## config.mk

```make
export PLATFORM = sky130hd
export DESIGN_NAME = ppu_tile_sequencer_flat
export DESIGN_NICKNAME = d
export VERILOG_FILES = /design/src/rtl/ppu_tile_sequencer_if.sv /design/src/rtl/ppu_tile_sequencer.sv /design/src/flat_wrapper.sv
export SDC_FILE = /design/constraint.sdc
export NUM_CORES = 1
export LEC_CHECK = 0
export ABC_AREA = 1
export BUFFER_PORTS_ARGS = -buffer_cell sky130_fd_sc_hd__buf_4
export CAP_MARGIN = 25
export CORE_AREA = 3 3 428 430
export DETAILED_ROUTE_END_ITERATION = 7
export DIE_AREA = 0 0 431 433
export PLACE_DENSITY = 0.3
export SLEW_MARGIN = 40
export SYNTH_ARGS = -nofsm -noshare
export SYNTH_HDL_FRONTEND = slang
export SYNTH_SLANG_ARGS = --single-unit
```

## constraint.sdc

```tcl
create_clock -name clk -period 2.55 [get_ports clk]
set_input_delay 0.255 -clock clk [delete_from_list [all_inputs] [get_ports clk]]
set_output_delay 0.255 -clock clk [all_outputs]
set_load 0.005 [all_outputs]
```

## src/rtl/ppu_tile_sequencer_if.sv

```systemverilog
`default_nettype none
// ============================================================================
// Module   : ppu_tile_sequencer_if
// Purpose  : Command, accumulator-read, PPU and output-write signals of the
//            PPU tile sequencer, bundled with sequencer/environment modports.
// Revision : 1.0  initial release
// ============================================================================
interface ppu_tile_sequencer_if #(
  parameter int PSUM_W = 384,
  parameter int OUT_W  = 136,
  parameter int ADDR_W = 8,
  parameter int TILE_W = 6
);
  // command side
  logic              start;
  logic [TILE_W-1:0] num_tiles;
  logic [ADDR_W-1:0] base_addr;
  logic [7:0]        cfg_scale;
  logic [7:0]        cfg_bias;
  // accumulator read port
  logic              acc_rd_en;
  logic [ADDR_W-1:0] acc_rd_addr;
  logic [PSUM_W-1:0] acc_rd_data;
  // PPU side
  logic [PSUM_W-1:0] ppu_partial_sum;
  logic              ppu_valid;
  logic [7:0]        ppu_scale;
  logic [7:0]        ppu_bias;
  logic              ppu_done;
  logic [OUT_W-1:0]  ppu_data;
  // output buffer write port
  logic              out_wr_en;
  logic [ADDR_W-1:0] out_wr_addr;
  logic [OUT_W-1:0]  out_wr_data;
  // status
  logic              busy;
  logic              run_done;
  logic              error;

  // sequencer view
  modport master (
    input  start, num_tiles, base_addr, cfg_scale, cfg_bias,
    input  acc_rd_data, ppu_done, ppu_data,
    output acc_rd_en, acc_rd_addr, ppu_partial_sum, ppu_valid,
    output ppu_scale, ppu_bias, out_wr_en, out_wr_addr, out_wr_data,
    output busy, run_done, error
  );

  // environment view (command decoder, accumulator, PPU, output buffer)
  modport slave (
    output start, num_tiles, base_addr, cfg_scale, cfg_bias,
    output acc_rd_data, ppu_done, ppu_data,
    input  acc_rd_en, acc_rd_addr, ppu_partial_sum, ppu_valid,
    input  ppu_scale, ppu_bias, out_wr_en, out_wr_addr, out_wr_data,
    input  busy, run_done, error
  );
endinterface
`default_nettype wire

```

## src/rtl/ppu_tile_sequencer.sv

```systemverilog
`default_nettype none
// ============================================================================
// Module   : ppu_tile_sequencer
// Purpose  : Walks the PPU over a run of output tiles: streams ROWS partial-sum
//            rows per tile from the accumulator, waits for ppu_done, writes the
//            quantized row to the output buffer at the tile index.
// Options  : PPU_TIMEOUT_EN - bounded wait for ppu_done (TIMEOUT cycles); a
//            timed-out tile is written as zero and the sticky error is set.
// Revision : 1.0  initial release
// ============================================================================
module ppu_tile_sequencer #(
  parameter int ROWS    = 16,
  parameter int PSUM_W  = 384,
  parameter int OUT_W   = 136,
  parameter int ADDR_W  = 8,
  parameter int TILE_W  = 6,
  parameter int TIMEOUT = 1023
) (
  input wire clk,
  input wire rst_n,
  ppu_tile_sequencer_if.master bus
);

  localparam int c_ROW_W = $clog2(ROWS + 1);

  localparam logic [2:0] c_ST_IDLE  = 3'd0;
  localparam logic [2:0] c_ST_FETCH = 3'd1;
  localparam logic [2:0] c_ST_WAIT  = 3'd2;
  localparam logic [2:0] c_ST_WRITE = 3'd3;
  localparam logic [2:0] c_ST_FIN   = 3'd4;

  logic [2:0]         r_state;
  logic [c_ROW_W-1:0] r_row;        // 0..ROWS-1 issue reads, ROWS drains last beat
  logic [TILE_W-1:0]  r_tile;
  logic [TILE_W-1:0]  r_num_tiles;
  logic [ADDR_W-1:0]  r_base;
  logic [7:0]         r_scale;
  logic [7:0]         r_bias;
  logic               r_ppu_valid;
  logic [OUT_W-1:0]   r_out_data;

  logic               w_start_ok;
  logic               w_rd_en;
  logic               w_row_drain;
  logic               w_last_tile;
  logic               w_timeout;
  logic [ADDR_W-1:0]  w_tile_off;
  logic [ADDR_W-1:0]  w_rd_addr;

  assign w_start_ok  = (r_state == c_ST_IDLE) && bus.start;
  assign w_row_drain = (r_row == c_ROW_W'(ROWS));
  assign w_rd_en     = (r_state == c_ST_FETCH) && !w_row_drain;
  assign w_last_tile = (r_tile == r_num_tiles - TILE_W'(1));

  // Row address wraps silently at 2^ADDR_W.
  assign w_tile_off  = ADDR_W'(r_tile) * ADDR_W'(ROWS);
  assign w_rd_addr   = r_base + w_tile_off + ADDR_W'(r_row);

`ifdef PPU_TIMEOUT_EN
  localparam int c_TO_W = $clog2(TIMEOUT + 1);

  logic [c_TO_W-1:0] r_wait_cnt;
  logic              r_error;

  assign w_timeout = (r_state == c_ST_WAIT) && !bus.ppu_done &&
                     (r_wait_cnt == c_TO_W'(TIMEOUT - 1));

  // Count consecutive WAIT cycles; restarts on every entry to WAIT.
  always_ff @(posedge clk or negedge rst_n) begin
    if (!rst_n)                   r_wait_cnt <= '0;
    else if (r_state == c_ST_WAIT) r_wait_cnt <= r_wait_cnt + c_TO_W'(1);
    else                          r_wait_cnt <= '0;
  end

  // Sticky timeout flag, cleared only by reset or the next accepted start.
  always_ff @(posedge clk or negedge rst_n) begin
    if (!rst_n)          r_error <= 1'b0;
    else if (w_start_ok) r_error <= 1'b0;
    else if (w_timeout)  r_error <= 1'b1;
  end

  assign bus.error = r_error;
`else
  assign w_timeout = 1'b0;
  assign bus.error = 1'b0;
`endif

  // Run/tile sequencing: sample the command, fetch rows, wait, write, finish.
  always_ff @(posedge clk or negedge rst_n) begin
    if (!rst_n) begin
      r_state     <= c_ST_IDLE;
      r_row       <= '0;
      r_tile      <= '0;
      r_num_tiles <= '0;
      r_base      <= '0;
      r_scale     <= '0;
      r_bias      <= '0;
      r_out_data  <= '0;
    end else begin
      case (r_state)
        c_ST_IDLE: begin
          if (bus.start) begin
            r_num_tiles <= bus.num_tiles;
            r_base      <= bus.base_addr;
            r_scale     <= bus.cfg_scale;
            r_bias      <= bus.cfg_bias;
            r_tile      <= '0;
            r_row       <= '0;
            r_state     <= (bus.num_tiles == '0) ? c_ST_FIN : c_ST_FETCH;
          end
        end
        c_ST_FETCH: begin
          if (w_row_drain) begin
            r_row   <= '0;
            r_state <= c_ST_WAIT;
          end else begin
            r_row   <= r_row + c_ROW_W'(1);
          end
        end
        c_ST_WAIT: begin
          // Level-sensitive only here, so a done seen during FETCH is ignored
          // and one held through WRITE cannot be taken twice.
          if (bus.ppu_done) begin
            r_out_data <= bus.ppu_data;
            r_state    <= c_ST_WRITE;
          end else if (w_timeout) begin
            r_out_data <= '0;
            r_state    <= c_ST_WRITE;
          end
        end
        c_ST_WRITE: begin
          if (w_last_tile) begin
            r_state <= c_ST_FIN;
          end else begin
            r_tile  <= r_tile + TILE_W'(1);
            r_state <= c_ST_FETCH;
          end
        end
        c_ST_FIN: r_state <= c_ST_IDLE;
        default:  r_state <= c_ST_IDLE;
      endcase
    end
  end

  // PPU row strobe trails the accumulator read strobe by the read latency.
  always_ff @(posedge clk or negedge rst_n) begin
    if (!rst_n) r_ppu_valid <= 1'b0;
    else        r_ppu_valid <= w_rd_en;
  end

  assign bus.acc_rd_en       = w_rd_en;
  assign bus.acc_rd_addr     = w_rd_en ? w_rd_addr : '0;
  // The accumulator read port is registered, so acc_rd_data is already the
  // row register in the beat cycle; it is forwarded only while the beat is valid.
  assign bus.ppu_valid       = r_ppu_valid;
  assign bus.ppu_partial_sum = r_ppu_valid ? bus.acc_rd_data : '0;
  assign bus.ppu_scale       = r_scale;
  assign bus.ppu_bias        = r_bias;
  assign bus.out_wr_en       = (r_state == c_ST_WRITE);
  assign bus.out_wr_addr     = (r_state == c_ST_WRITE) ? ADDR_W'(r_tile) : '0;
  assign bus.out_wr_data     = r_out_data;
  assign bus.busy            = (r_state == c_ST_FETCH) || (r_state == c_ST_WAIT) ||
                               (r_state == c_ST_WRITE);
  assign bus.run_done        = (r_state == c_ST_FIN);

endmodule
`default_nettype wire

```

## src/flat_wrapper.sv

```systemverilog
// flat-port wrapper written by rule: the top's interface ports become plain ports
module ppu_tile_sequencer_flat 
#(
  parameter int ROWS    = 16,
  parameter int PSUM_W  = 384,
  parameter int OUT_W   = 136,
  parameter int ADDR_W  = 8,
  parameter int TILE_W  = 6,
  parameter int TIMEOUT = 1023
)
  (clk, rst_n, bus_start, bus_num_tiles, bus_base_addr, bus_cfg_scale, bus_cfg_bias, bus_acc_rd_data, bus_ppu_done, bus_ppu_data, bus_acc_rd_en, bus_acc_rd_addr, bus_ppu_partial_sum, bus_ppu_valid, bus_ppu_scale, bus_ppu_bias, bus_out_wr_en, bus_out_wr_addr, bus_out_wr_data, bus_busy, bus_run_done, bus_error);
  ppu_tile_sequencer_if #(.PSUM_W(PSUM_W), .OUT_W(OUT_W), .ADDR_W(ADDR_W), .TILE_W(TILE_W)) bus_i ();
  input wire clk;
  input wire rst_n;
  input wire logic [$bits(bus_i.start)-1:0] bus_start;
  input wire logic [$bits(bus_i.num_tiles)-1:0] bus_num_tiles;
  input wire logic [$bits(bus_i.base_addr)-1:0] bus_base_addr;
  input wire logic [$bits(bus_i.cfg_scale)-1:0] bus_cfg_scale;
  input wire logic [$bits(bus_i.cfg_bias)-1:0] bus_cfg_bias;
  input wire logic [$bits(bus_i.acc_rd_data)-1:0] bus_acc_rd_data;
  input wire logic [$bits(bus_i.ppu_done)-1:0] bus_ppu_done;
  input wire logic [$bits(bus_i.ppu_data)-1:0] bus_ppu_data;
  output wire logic [$bits(bus_i.acc_rd_en)-1:0] bus_acc_rd_en;
  output wire logic [$bits(bus_i.acc_rd_addr)-1:0] bus_acc_rd_addr;
  output wire logic [$bits(bus_i.ppu_partial_sum)-1:0] bus_ppu_partial_sum;
  output wire logic [$bits(bus_i.ppu_valid)-1:0] bus_ppu_valid;
  output wire logic [$bits(bus_i.ppu_scale)-1:0] bus_ppu_scale;
  output wire logic [$bits(bus_i.ppu_bias)-1:0] bus_ppu_bias;
  output wire logic [$bits(bus_i.out_wr_en)-1:0] bus_out_wr_en;
  output wire logic [$bits(bus_i.out_wr_addr)-1:0] bus_out_wr_addr;
  output wire logic [$bits(bus_i.out_wr_data)-1:0] bus_out_wr_data;
  output wire logic [$bits(bus_i.busy)-1:0] bus_busy;
  output wire logic [$bits(bus_i.run_done)-1:0] bus_run_done;
  output wire logic [$bits(bus_i.error)-1:0] bus_error;
  assign bus_i.start = bus_start;
  assign bus_i.num_tiles = bus_num_tiles;
  assign bus_i.base_addr = bus_base_addr;
  assign bus_i.cfg_scale = bus_cfg_scale;
  assign bus_i.cfg_bias = bus_cfg_bias;
  assign bus_i.acc_rd_data = bus_acc_rd_data;
  assign bus_i.ppu_done = bus_ppu_done;
  assign bus_i.ppu_data = bus_ppu_data;
  assign bus_acc_rd_en = bus_i.acc_rd_en;
  assign bus_acc_rd_addr = bus_i.acc_rd_addr;
  assign bus_ppu_partial_sum = bus_i.ppu_partial_sum;
  assign bus_ppu_valid = bus_i.ppu_valid;
  assign bus_ppu_scale = bus_i.ppu_scale;
  assign bus_ppu_bias = bus_i.ppu_bias;
  assign bus_out_wr_en = bus_i.out_wr_en;
  assign bus_out_wr_addr = bus_i.out_wr_addr;
  assign bus_out_wr_data = bus_i.out_wr_data;
  assign bus_busy = bus_i.busy;
  assign bus_run_done = bus_i.run_done;
  assign bus_error = bus_i.error;
  ppu_tile_sequencer #(.ROWS(ROWS), .PSUM_W(PSUM_W), .OUT_W(OUT_W), .ADDR_W(ADDR_W), .TILE_W(TILE_W), .TIMEOUT(TIMEOUT)) u_core (.clk(clk), .rst_n(rst_n), .bus(bus_i));
endmodule
```

---- Word-level counts from Yosys, hierarchy flattened ----
Index checks and enable logic that the tools add are counted.
word-level totals
  bits in registers ....................... 181
  latch bits .............................. 0
  bits in writable memories ............... 0
  ROM bits ................................ 0
  bits of input ports ..................... 554
  output and inout port bits .............. 558
  logic and storage cells ................. 52
  memories kept ........................... 0
operators by class
  add/sub/neg operators ................... 5
  multiply operators ...................... 0
  divide/modulo/power cells ............... 0
  order comparisons ....................... 0
  eq/ne operators ......................... 10
  shifts and indexed selects .............. 0
  muxes and demuxes ....................... 15
  bitwise operators ....................... 0
  reductions and logical operators ........ 13
operators by type and width
  kind                   count
  $mux W384              1
  $mux W6                3
  $mux W3                5
  $pmux W3 S4            1
  $pmux W6 S2            1
  $mux W5                2
  $pmux W5 S2            1
  $add A8 B5 Y8          1
  $add A8 B8 Y8          1
  $mux W8                1
  $add A6 B1 Y6 const B  1
  $eq A3 B2 Y1 const B   2
  $eq A6 B6 Y1           1
  $logic_not A6 Y1       1
  $ne A2 B2 Y1 const B   3
  $reduce_and A2 Y1      3
  $reduce_and A3 Y1      2
  $sub A6 B1 Y6 const B  1
  $add A5 B1 Y5 const B  1
  $eq A5 B5 Y1 const B   1
  $reduce_bool A2 Y1     2
  $eq A3 B1 Y1 const B   1
  $eq A3 B3 Y1 const B   1
  $logic_not A3 Y1       1
  4 further kinds        5

---- Longest topological paths before layout ----
  depth after elaboration ................. 4
  mapped depth ............................ 13
  gate-level depth less buffers ........... 13

---- Least setup slack after synthesis ----
No wires, ideal clock.
  path type ............................... register to output
  start ................................... register u_core.r_tile[0]
  end ..................................... output port bus_acc_rd_addr[7]
  data arrival time ....................... 1.967 ns
  data required time ...................... 2.295 ns
  setup slack ............................. 0.328 ns
  cell stages (with the launch flop) ...... 12
  path buffers ............................ 0
  path through ............................ dfrtp_1 > inv_1 > fa_1 > inv_1 > ha_1 > a21oi_1 > nand2_1 > nand2_1 > a21oi_1 > o21ai_0 > nand2_1 > nor2_1
between the ends
  word-level cells in the longest chain between the ends .. 3
ends and longest elaborated chain
  item                    RTL line                   source
  from (decl)             ppu_tile_sequencer.sv:34   logic [TILE_W-1:0] r_tile;
  from (signal assigned)  ppu_tile_sequencer.sv:135  r_tile <= r_tile + TILE_W'(1);
  $add A8 B8 Y8           ppu_tile_sequencer.sv:57   assign w_rd_addr = r_base + w_tile_off + ADDR_W'(r_row);
  $add A8 B5 Y8           ppu_tile_sequencer.sv:57
  $mux W8                 ppu_tile_sequencer.sv:152  assign bus.acc_rd_addr = w_rd_en ? w_rd_addr : '0;
  to (decl)               flat_wrapper.sv:24         output wire logic [$bits(bus_i.acc_rd_addr)-1:0] bus_acc_rd_addr;
No other way between the ends.

---- Worst setup path in the final report ----
  start ................................... register u_core.r_base[4]
  end ..................................... output port bus_acc_rd_addr[7]
between the ends
  word-level cells in the longest chain between the ends .. 3
ends and longest elaborated chain
  item                    RTL line                   source
  from (decl)             ppu_tile_sequencer.sv:36   logic [ADDR_W-1:0] r_base;
  from (signal assigned)  ppu_tile_sequencer.sv:104  r_base <= bus.base_addr;
  $add A8 B8 Y8           ppu_tile_sequencer.sv:57
  $add A8 B5 Y8           ppu_tile_sequencer.sv:57
  $mux W8                 ppu_tile_sequencer.sv:152
No other way between the ends.

==> metrics.txt <==
status complete, but fails checks; failing checks negative setup slack; first drt pass iteration count 6; MaxCap Viol Count 0; Worst-Skew Late Latency 0.53 ns; initial antenna violation count 51; via count 14,190; Fill cells 20,960; post-synth top area share 41.42%; Syn Std Cell Area 10,940 um^2; H-tree level count 4; DRC Markers 0; Max VDD drop 557.7 uV; post-synthesis mux area share 15.38%; crit path cell chain inv_2, fa_1, inv_2, ha_4, a21oi_2, nand2_2, nand2_2, a21oi_2, o21ai_1, nand2_1, nor2_2, buf_4; vias in the first global route 14,990; worst slack at placement 0.1595 ns; Reg power frac 22.8%; Yosys reg bits 181; gpl congestion 0.9074; Die Ht 433 um; drt total wl 126.6 mm; Final Skew 0.02642 ns; Die Width 431 um; Power per Cell Area 906.7 nW/um^2; pin count of the biggest net entering global routing 56; HPWL Detailed 114.4 mm; CTS tree yes; placed insts 4,904; Clk pwr share 13.6%; Synth Warn # 0; Clock Path Buffers 2; Crit-path slowest cell fa_1; nets 3,301; number of DRC markers in iteration 0 368; Hold Vio Cnt, Final 0; gr usage total 13.00%; CP Capture Type output pin; count leader, synth nand2_1; post-synth top area cell dfrtp_1; number of synthesized flops with an enable pin 0; syn_area_per_cell 7.552 um^2; relative slew slack 62.57%; fmax 368.8 MHz; largest family of logic cells by synthesized area simple AND/OR/NAND/NOR gates; drt via density 2.773; CTS Buf Count 17; compound-cell area share of the yosys netlist 1.224%; CP max stage delay 0.55 ns; worst min path class in -> reg; CTS Sinks 181; Post-Syn Instances 1,448; Simple-Gate Fraction of Synth Area 21.11%; Rows 156; Yosys cell types 34; Setup crit start u_core.r_base[4]$_DFFE_PN0P_; core area 180,200 um^2; final setup vio count 4; Final WS setup -0.1614 ns; setup_tns -0.3832 ns; Leakage Power 14.59 nW; worst reg2reg path startpoint u_core.r_row[1]$_DFFE_PN0P_; pins over their slew limit 0; switch share 44.58%; FFs w/ async S/R, synth 100.0%; clock slew at reported path FFs 0.09 ns; XOR/XNOR Fraction of Synth Area 0.4805%; worst slew pin tran 0.5544 ns; overall power 22.54 mW; grt total ovfl 0; Synth Area in Adders 2.197%; Worst Path Arrival 2.46 ns; Crit Path Class reg -> out; first-pass GRT wire length 157.5 mm; Period Utilization, post-route 106.3%; Hold Startpoint bus_start; Cell Int Power 12.49 mW; Seq/Total Area, Yosys 41.42%; NetSw 10.05 mW; CP Max Fanout 3; CTS Root Cell clkbuf_16; Comb power frac 63.7%; Initial Util 6.070%; IO buf count 1,108; startpoint class of the critical path flip-flop; final cell count without fillers 5,117; Most used DFF post-synth dfrtp_1; routed len/inst 24.75 um; Synth area leaders dfrtp_1 (41%), nand2_1 (18%), inv_1 (14%), mux2_2 (9.9%), mux2_4 (5.5%); share of cells above drive strength 1 49.89%; Critical Path RT 2.30 ns; Final min period 2.711 ns; RSZ-0062 raised after global routing yes; DIE AREA 186,600 um^2; remaining antenna violation count 0; Syn-to-layout area delta 127.3%; Top Ports 1,112; synth cell count leaders nand2_1 (518), inv_1 (416), dfrtp_1 (181), mux2_2 (96), clkbuf_1 (43)
[cells in the final DEF (no fill, tap or decap), drive strengths merged, types with 3 or more instances in the layout]
cell / n
nand2: 521
ha: 16
inv: 431
dlygate4sd3: 168
clkbuf: 18
o21ai: 13
clkinv: 7
nand4: 6
buf: 1159
mux2: 136
dfrtp: 181
nand3: 22
conb: 3
nor2: 31
diode: 5
nor3: 4
xor2: 5
a21oi: 12
[worst paths after layout]
check / slack [ns] / cells past startpoint / end
min in group asynchronous: 0.23 / 2 / u_core.bus.out_wr_data[11]$_DFFE_PN0P_
min: 0.22 / 3 / u_core.r_state[1]$_DFFE_PN0P_
max: -0.16 / 12 / bus_acc_rd_addr[7]
min reg2reg: 0.49 / 2 / u_core.bus.ppu_bias[5]$_DFFE_PN0P_
max in group asynchronous: 1.41 / 3 / u_core.bus.out_wr_data[56]$_DFFE_PN0P_
max reg2reg: 0.66 / 11 / u_core.r_state[0]$_DFFE_PN0P_
[power groups by stage]
| stage | Clock [mW] | Combinational, mW | Sequential, mW |
|---|---|---|---|
| after global placement | 0 | 14.4 | 5.17 |
| after global routing | 3.36 | 15.7 | 5.34 |
| after CTS | 3.29 | 14.7 | 5.18 |
| after detailed placement | 0 | 14.4 | 5.19 |
| after floorplan | 0 | 4.82 | 5.09 |
| final | 3.06 | 14.3 | 5.14 |
[layer usage]
metal / vias to the layer above / global-route usage (%) / part of all wire [%]
met1: 6723 / 11.21 / 30
met4: 6 / 5.217 / 4.4
met5: - / 0 / 0.036
met3: 153 / 4.262 / 7.4
li1: 6686 / - / -
met2: 620 / 26.85 / 58
[layout make-up]
type                       count  area [um^2]  area share [%]
clock inverter                15        217.7          0.8758
timing repair buffer        1328        10590           42.61
multi-input combinational    777         4518           18.17
sequential                   181         4533           18.24
antenna                        5        12.51         0.05033
tap                         2370         2965           11.93
clock buffer                  17        425.4           1.711
inverter                     424         1595           6.417
[stage by stage]
| step | hold WS (ns) | cell area, um^2 | util, % |
|---|---|---|---|
| final | 0.2191 | 24860 | 13.80 |
| after floorplan | -0.04059 | 10940 | - |
| after global placement | 0.2411 | 22370 | 12.42 |
| after CTS | 0.1524 | 24760 | 13.74 |
| after global routing | 0.2084 | 24860 | 13.80 |
| after detailed placement | 0.2443 | 22370 | 12.42 |
[kinds of logic after synthesis]
logic type | count (synthesis)
compound gates | 26
flops | 181
mux | 136
xor+xnor | 6
buf+inv | 492
other cells | 1
simple gates | 588
fa+ha+maj | 18
[sequential cells by signal, summed over array words and instances (netlist names)]
signal / cells
u_core.r_num_tiles: 6
u_core.bus.ppu_valid: 1
u_core.r_base: 8
u_core.r_state: 3
u_core.r_row: 5
u_core.bus.ppu_bias: 8
u_core.bus.ppu_scale: 8
u_core.r_tile: 6
u_core.bus.out_wr_data: 136
[worst max-delay path, delay by kind of cell (launching register included)]
family / cells / cell delay (ns)
DFF: 1 / 0.35
buffers and inverters: 3 / 0.22
adders and majority gates: 2 / 0.77
AOI/OAI and AO/OA: 3 / 0.31
and+or+nand+nor: 4 / 0.29
[what timing repair did]
action                                  CTS  global route
endpoints found under the setup margin    5             6
buffers inserted                          3             5
gates resized for setup                  14            12
hold endpoints to repair                247             0
hold buffers                            168             0
pin swaps                                10            10
cloned                                    0             0
Note: power is estimated with default switching activity, not from simulation.
